**src/rtl/mux2_1.sv**
```systemverilog
// Two-input selector leaf: combinational out = sel ? i1 : i0, with an optional
// enabled output register and a saturating count of select transitions.
module mux2_1 #(
  parameter int WIDTH = 1,
  parameter int CNT_W = 8
) (
  input  logic             clk,
  input  logic             reset,
  input  logic [WIDTH-1:0] i0,
  input  logic [WIDTH-1:0] i1,
  input  logic             sel,
  input  logic             en,
  output logic [WIDTH-1:0] out,
  output logic [WIDTH-1:0] out_q,
  output logic             sel_q,
  output logic [CNT_W-1:0] sel_cnt
);

  // Pure per-bit select; nothing clocked may feed this path, since mux4_1
  // leaves clk and reset unconnected.
  genvar gi;
  generate
    for (gi = 0; gi < WIDTH; gi++) begin : g_bit
      assign out[gi] = sel ? i1[gi] : i0[gi];
    end
  endgenerate

  logic [WIDTH-1:0] out_q_reg;
  logic             sel_q_reg;
  logic [CNT_W-1:0] sel_cnt_reg;
  logic [CNT_W-1:0] sel_cnt_next;

  // A change of sel against last edge's sample is one transition; saturate at all-ones.
  always_comb begin
    sel_cnt_next = sel_cnt_reg;
    if ((sel != sel_q_reg) && (sel_cnt_reg != {CNT_W{1'b1}}))
      sel_cnt_next = sel_cnt_reg + CNT_W'(1);
  end

  always_ff @(posedge clk or posedge reset) begin
    if (reset) begin
      out_q_reg   <= '0;
      sel_q_reg   <= 1'b0;
      sel_cnt_reg <= '0;
    end else begin
      if (en)
        out_q_reg <= out;
      sel_q_reg   <= sel;
      sel_cnt_reg <= sel_cnt_next;
    end
  end

  assign out_q   = out_q_reg;
  assign sel_q   = sel_q_reg;
  assign sel_cnt = sel_cnt_reg;

endmodule

```
**config.mk**
```make
export PLATFORM = sky130hd
export DESIGN_NAME = mux2_1
export DESIGN_NICKNAME = d
export VERILOG_FILES = /design/src/rtl/mux2_1.sv
export SDC_FILE = /design/constraint.sdc
export NUM_CORES = 1
export LEC_CHECK = 0
export CORE_AREA = 2 2 39 41
export CTS_CLUSTER_DIAMETER = 30
export DETAILED_ROUTE_END_ITERATION = 6
export DIE_AREA = 0 0 41 43
export DONT_BUFFER_PORTS = 1
export PLACE_DENSITY = 0.54
export SLEW_MARGIN = 15
export SYNTH_ARGS = -nofsm -noshare
export SYNTH_HDL_FRONTEND = slang
export SYNTH_SLANG_ARGS = --single-unit
```
**constraint.sdc**
```tcl
create_clock -name clk -period 3.17 [get_ports clk]
set_clock_uncertainty 0.2 [all_clocks]
set_input_delay 0.634 -clock clk [delete_from_list [all_inputs] [get_ports clk]]
set_output_delay 0.634 -clock clk [all_outputs]
set_load 0.01 [all_outputs]
```
==> results of run 1 <==
-- power groups by stage --
stage,registers [uW],clock network [uW],logic (uW)
global placement,260,0,110
finish,264,79.9,115
floorplan,249,0,102
CTS,265,83.3,117
detailed placement,267,0,116
global route,275,89.6,133
-- layer usage --
metal / vias up / part of all wire, %
li1: 140 / -
met1: 149 / 38
met2: 13 / 48
met3: 2 / 12
met4: 0 / 1.3
met5: - / 0
-- layout make-up --
class	count	share of cell area (%)
clock buffers	3	4.276
inverters	1	0.7126
multi-input cells	26	43.71
flip-flops and latches	10	47.51
well taps	16	3.800
-- cells by family after synthesis --
logic type | Yosys count | share of synthesized area [%]
AND/OR/NAND/NOR | 9 | 14.73
buffers and inverters | 1 | 0.7745
adder cells (fa/ha/maj) | 1 | 2.584
flip-flops | 10 | 51.68
AO/OA/AOI/OAI | 9 | 14.47
XOR/XNOR | 4 | 8.787
multiplexers | 3 | 6.976
-- worst paths after layout --
kind | slack (ns) | end | cells after the start
setup / recovery | 1.36 | out | 1
hold / removal | 0.03 | sel_cnt[5] | 1
setup reg to reg | 1.42 | sel_cnt[1] | 4
hold reg to reg | 0.39 | out_q | 1
max in group asynchronous | 2.47 | sel_cnt[1] | 1
min in group clk | 0.21 | sel_q | 0
-- cell usage in the layout (no fill, tap or decap) --
cell type,netlist,layout
a31oi_1,2,2
inv_1,1,1
xor2_1,1,1
nand2_1,2,2
ha_1,1,1
xnor2_1,2,2
dfrtp_1,10,10
mux2_2,3,3
xor2_2,1,1
a41oi_1,1,1
clkbuf_4,0,3
and3_2,2,2
nand3_4,1,1
a21oi_1,3,3
o21ai_2,1,1
o22a_2,1,1
nor2b_1,1,1
nand3_1,1,1
and2b_2,1,1
and4_4,1,1
o21a_4,1,1
-- stage by stage --
stage / setup WS, ns / instance area [um^2] / std cells / hold slack [ns] / util, %
after global placement: 1.354 / 504.2 / 53 / 0.3062 / 36.44
after detailed placement: 1.354 / 504.2 / 53 / 0.3207 / 36.44
after global routing: 1.336 / 526.8 / 56 / 0.05245 / 38.07
after floorplan: 1.360 / 484.2 / 37 / 0.2742 / -
after CTS: 1.354 / 526.8 / 56 / 0.04328 / 38.07
final: 1.356 / 526.8 / 56 / 0.03083 / 38.07
==> results.md, run 1 <==
* Fill cell count at 136
* Post-Route WL at 831 um
* Clock Sink Count at 10
* Ys async rst share at 100.0%
* Placeable core area at 0.001384 mm^2
* Post-Syn Area at 484.2 um^2
* Largest net degree at the start of global routing at 11
* P_sw at 177.6 uW
* Max_slew headroom at 75.48%
* Final hold viol count at 0
* Multi-input logic area at 230.2 um^2
* Slowest cell on crit path: mux2_2
* Sum of negative setup slack at 0 ns
* Combinational Power Share at 25.0%
* P_int at 281.0 uW
* Share of the yosys chip area belonging to registers at 51.68%
* Worst Tran Pin Value at 0.3674 ns
* Synth Register Bits at 10
* DIE AREA at 0.001763 mm^2
* Post-Syn Area per Cell at 13.09 um^2
* Crit. Startpoint: sel
* Worst Setup End Kind: primary output
* Ant. Diodes at 0
* CTS max path bufs at 2
* Leak at 0.0002228 uW
* Minimum clock period after layout at 1.814 ns
* Crit-path leading delay family: multiplexers
* Number of flip-flops in the largest register at 8
* HP Class: in2async
* Worst vdd ir at 0.0004784 V
* Rows at 14
* Crit Reg-Reg Startpoint: sel_cnt[3]
* Via density at 5.429
* Syn_nets at 44
* Chip Width at 41 um
* Final setup viols at 0
* Crit path cell chain: mux2_2
* Root Driver: clkbuf_4
* Sw frac at 38.73%
* Startpoint types: input pin
* Drt wl/cell at 14.84 um
* GR Util met3 at 9.948%
* Layout cell share with drive strength beyond 1 at 37.50%
* Synth cell types at 20
* Met1 usage at 12.00%
* Grt total ovfl at 0
* Nets at 49
* Crit Path Class: in2out
* Vias post-DR at 304
* Initial antenna violation count at 0
* Post-CTS resize count at 0
* CTS H-tree depth at 1
* Pwr Total at 458.6 uW
* Chip height at 43 um
* Clock-pin slew on the worst setup and hold paths at 0.06 ns
* Max Freq at 551.2 MHz
* Top post-synthesis cells by area: dfrtp_1 52%, mux2_2 7.0%, nand3_4 3.6%, xnor2_1 3.6%, xor2_2 3.4%
* Hold buffer count at CTS at 0
* Syn Inst Count at 37
* CTS tree: yes
* Yosys top cell area share at 51.68%
* Max incr delay on CP at 0.35 ns
* Max cap viols at 0
* Critical path buffer and inverter count at 0
* Reg area at 250.2 um^2
* Dominant cell type by area after synthesis: dfrtp_1
* Period utilization at 57.23%
* Commonest cells in the synthesized netlist: 10 x dfrtp_1, 3 x a21oi_1, 3 x mux2_2
* Post-synth EDFFs at 0
* I/O pins at 17
* Gr usage total at 11.88%
* Main synth FF type: dfrtp_1
* Clk pwr share at 17.4%
* Initial Utilization at 34.99%
* RSZ-0062 raised after global routing: no
* CTS Buf Count at 3
* Drt first pass iters at 2
* First-pass GRT wire length at 1338 um
* Worst path arrival time at 0.98 ns
* Worst-skew pair later-pin latency at 0.26 ns
* Fin. max-slew vios at 0
* DP Wirelength at 641.8 um
* Number of nets with antenna violations after routing at 0
* Initial DRC Count at 4
* Pwr Density at 870.6 mW/mm^2
* Seq pwr share at 57.6%
* Warnings, synthesis at 0
* Cell with the most instances after synthesis: dfrtp_1
* Status: finished, final reports clean
* DRC viols at 0
* Port Buf Inserts at 0
* GPL Wtd Cong at 0.6338
* Setup bufs post-CTS at 0
* Vias in the first global route at 307
* CP Max Fanout at 3
* Worst EP required at 2.34 ns
* Busiest layer in global routing: met2
* Layout area overhead at 8.786%
* M2 GR Usage at 17.50%
Power figures use the tool's default switching activity.
==> run 2: changes to the inputs <==
Clock period 3.17 ns to 1.8 ns, I/O delays scaled along.
==> run 2 against run 1 <==
  * Worst setup slack got worse by 1.2 ns
  * Non-clock buffer count rose by 5
  * Sequential share of layout area fell by 3.5 points
  * Via count rose by 8.2%
  * Total power rose by 90%
  * Critical path type is now reg2reg
  * Clock-buffer cell count did not move
  * Critical path depth rose by 3
  * Utilization rose by 3.1 points
  * Largest cell class unchanged
==> results.md, run 2 (synthesis gave the netlist of run 1 again) <==
* Gr usage total at 12.74% (+0.86 points)
* First-pass GRT wire length at 1442 um (+7.8%)
* Number of flip-flops in the largest register at 8 (unchanged)
* Root Driver: clkbuf_4
* Final hold viol count at 0 (unchanged)
* Worst Tran Pin Value at 0.3709 ns (+0.003560 ns)
* Startpoint types: flop
* Number of nets with antenna violations after routing at 0 (unchanged)
* Worst EP required at 1.74 ns (-0.60 ns)
* Commonest non-fill, non-tap cell in the layout: dfrtp_1
* Clock Sink Count at 10 (unchanged)
* CTS Buf Count at 3 (unchanged)
* Post-Route WL at 866 um (+4.2%)
* Setup bufs post-CTS at 0 (unchanged)
* Clk pwr share at 16.5% (-0.9 points)
* Seq pwr share at 47.2% (-10 points)
* CTS tree: yes
* Layout area overhead at 17.57%
* Chip height at 43 um (unchanged)
* Crit Reg-Reg Startpoint: sel_cnt[0]
* GPL Wtd Cong at 0.6210 (-2.0%)
* Via density at 5.393 (-0.65%)
* Leak at 0.0002459 uW (+10%)
* Port Buf Inserts at 0 (unchanged)
* Sum of negative setup slack at 0 ns (unchanged)
* Worst path arrival time at 1.62 ns (+0.64 ns)
* Initial Utilization at 34.99% (unchanged)
* DIE AREA at 0.001763 mm^2 (unchanged)
* Pwr Density at 1529 mW/mm^2 (+76%)
* Crit. Startpoint: sel_cnt[0]
* Crit-path leading delay family: flip-flops
* Max Freq at 594.5 MHz
* Max cap viols at 0 (unchanged)
* Final core utilization at 41.14% (+3.1 points)
* Minimum clock period after layout at 1.682 ns
* Status: finished, final reports clean
* CTS max path bufs at 2 (unchanged)
* Placeable core area at 0.001384 mm^2 (unchanged)
* Largest net degree at the start of global routing at 11 (unchanged)
* Worst Setup End Kind: flop
* CTS H-tree depth at 1 (unchanged)
* Reg-to-reg slack, setup at 0.12 ns (-1.30 ns)
* Slowest cell on crit path: dfrtp_1
* Crit path cell chain: ha_1 -> nand2_1 -> o21ai_2 -> mux2_2
* Vias post-DR at 329 (+8.2%)
* Most frequent cells in the layout: 10 x dfrtp_1, 3 x a21oi_1, 3 x mux2_2, 3 x clkbuf_4, 3 x buf_4
* WHS Path Cells at 1
* Stages on worst setup path at 4 (+3)
* Rows at 14 (unchanged)
* Worst-skew pair later-pin latency at 0.26 ns (about the same)
* Critical Path End: sel_cnt[1]
* Layout cell share with drive strength beyond 1 at 40.00% (+2.5 points)
* Reg2Reg Depth at 4 (unchanged)
* Nets at 54 (+10%)
* Critical path buffer and inverter count at 0 (unchanged)
* DRC viols at 0 (unchanged)
* Fin. max-slew vios at 0 (unchanged)
* Chip Width at 41 um (unchanged)
* Period utilization at 93.45%
* R2R Path End: sel_cnt[1]
* RSZ-0062 raised after global routing: no
* Final setup viols at 0 (unchanged)
* Vias in the first global route at 341 (+11%)
* Combinational Power Share at 36.3% (+11 points)
* Ant. Diodes at 0 (unchanged)
* DP Wirelength at 682 um (+6.3%)
* Crit Path Class: reg2reg
* Clock-pin slew on the worst setup and hold paths at 0.06 ns (about the same)
* Grt total ovfl at 0 (unchanged)
* CP Max Fanout at 4 (+1)
* Drt first pass iters at 3 (+1)
* Worst vdd ir at 0.0006881 V (+44%)
* HP Class: in2reg
* Initial antenna violation count at 0 (unchanged)
* Max incr delay on CP at 0.45 ns (+0.10 ns)
* Sw frac at 37.91% (-0.82 points)
* P_sw at 330.0 uW (+86%)
* I/O pins at 17 (unchanged)
* Initial DRC Count at 5 (+1)
* Drt wl/cell at 14.20 um (-4.3%)
* P_int at 540.5 uW (+92%)
* Max_slew headroom at 75.24% (-0.24 points)
==> run 2: cell type report <==
cell class,count,area [um^2]
fillers,141,814.5
clock buffers,3,22.52
well taps,16,20.02
repair buffers,5,42.54
inverters,1,3.754
multi-input cells,26,230.2
flip-flops and latches,10,250.2
==> run 2: how the worst min path moves through the flow <==
stage | endpoint | from | slack [ns]
floorplan | out_q | reset | 0.0002
global placement | sel_q | reset | 0.03
detailed placement | out_q | reset | 0.05
CTS | out_q | en | 0.06
global route | out_q | en | 0.06
finish | out_q | en | 0.06
==> run 2: repair_timing <==
| item | 4_1_cts | 5_1_grt |
|---|---|---|
| endpoints found under the hold margin | 11 | 0 |
| hold buffers | 2 | 0 |
| resized for setup | 0 | 0 |
==> run 2: power groups by stage <==
stage | Combinational (uW) | Sequential [uW] | Clock (uW)
3_3_place_gp | 292 | 409 | 0
3_5_place_dp | 316 | 415 | 0
2_1_floorplan | 179 | 438 | 0
6_report | 316 | 411 | 144
5_1_grt | 355 | 423 | 161
4_1_cts | 322 | 411 | 148
==> run 2: metrics by stage <==
stage	hold slack, ns	cells	instance area [um^2]	worst slack, ns	total power [uW]
finish	0.05837	61	569.3	0.1180	870.4
global route	0.05648	61	569.3	0.02606	938.9
CTS	0.05547	61	569.3	0.1204	880.7
global placement	0.03170	56	526.8	0.1837	701.3
floorplan	0.0001782	37	484.2	0.1859	617.2
detailed placement	0.04694	56	526.8	0.1301	731.0
==> run 2: layer usage <==
| layer | vias up | share of wire, % | routed length (um) | global-route usage [%] |
|---|---|---|---|---|
| li1 | 154 | - | - | - |
| met2 | 12 | 46 | 401 | 16.88 |
| met3 | 4 | 10 | 87 | 7.330 |
| met1 | 159 | 41 | 351 | 14.19 |
| met4 | 0 | 2.9 | 25 | 10.00 |
| met5 | - | 0 | 0 | 0 |
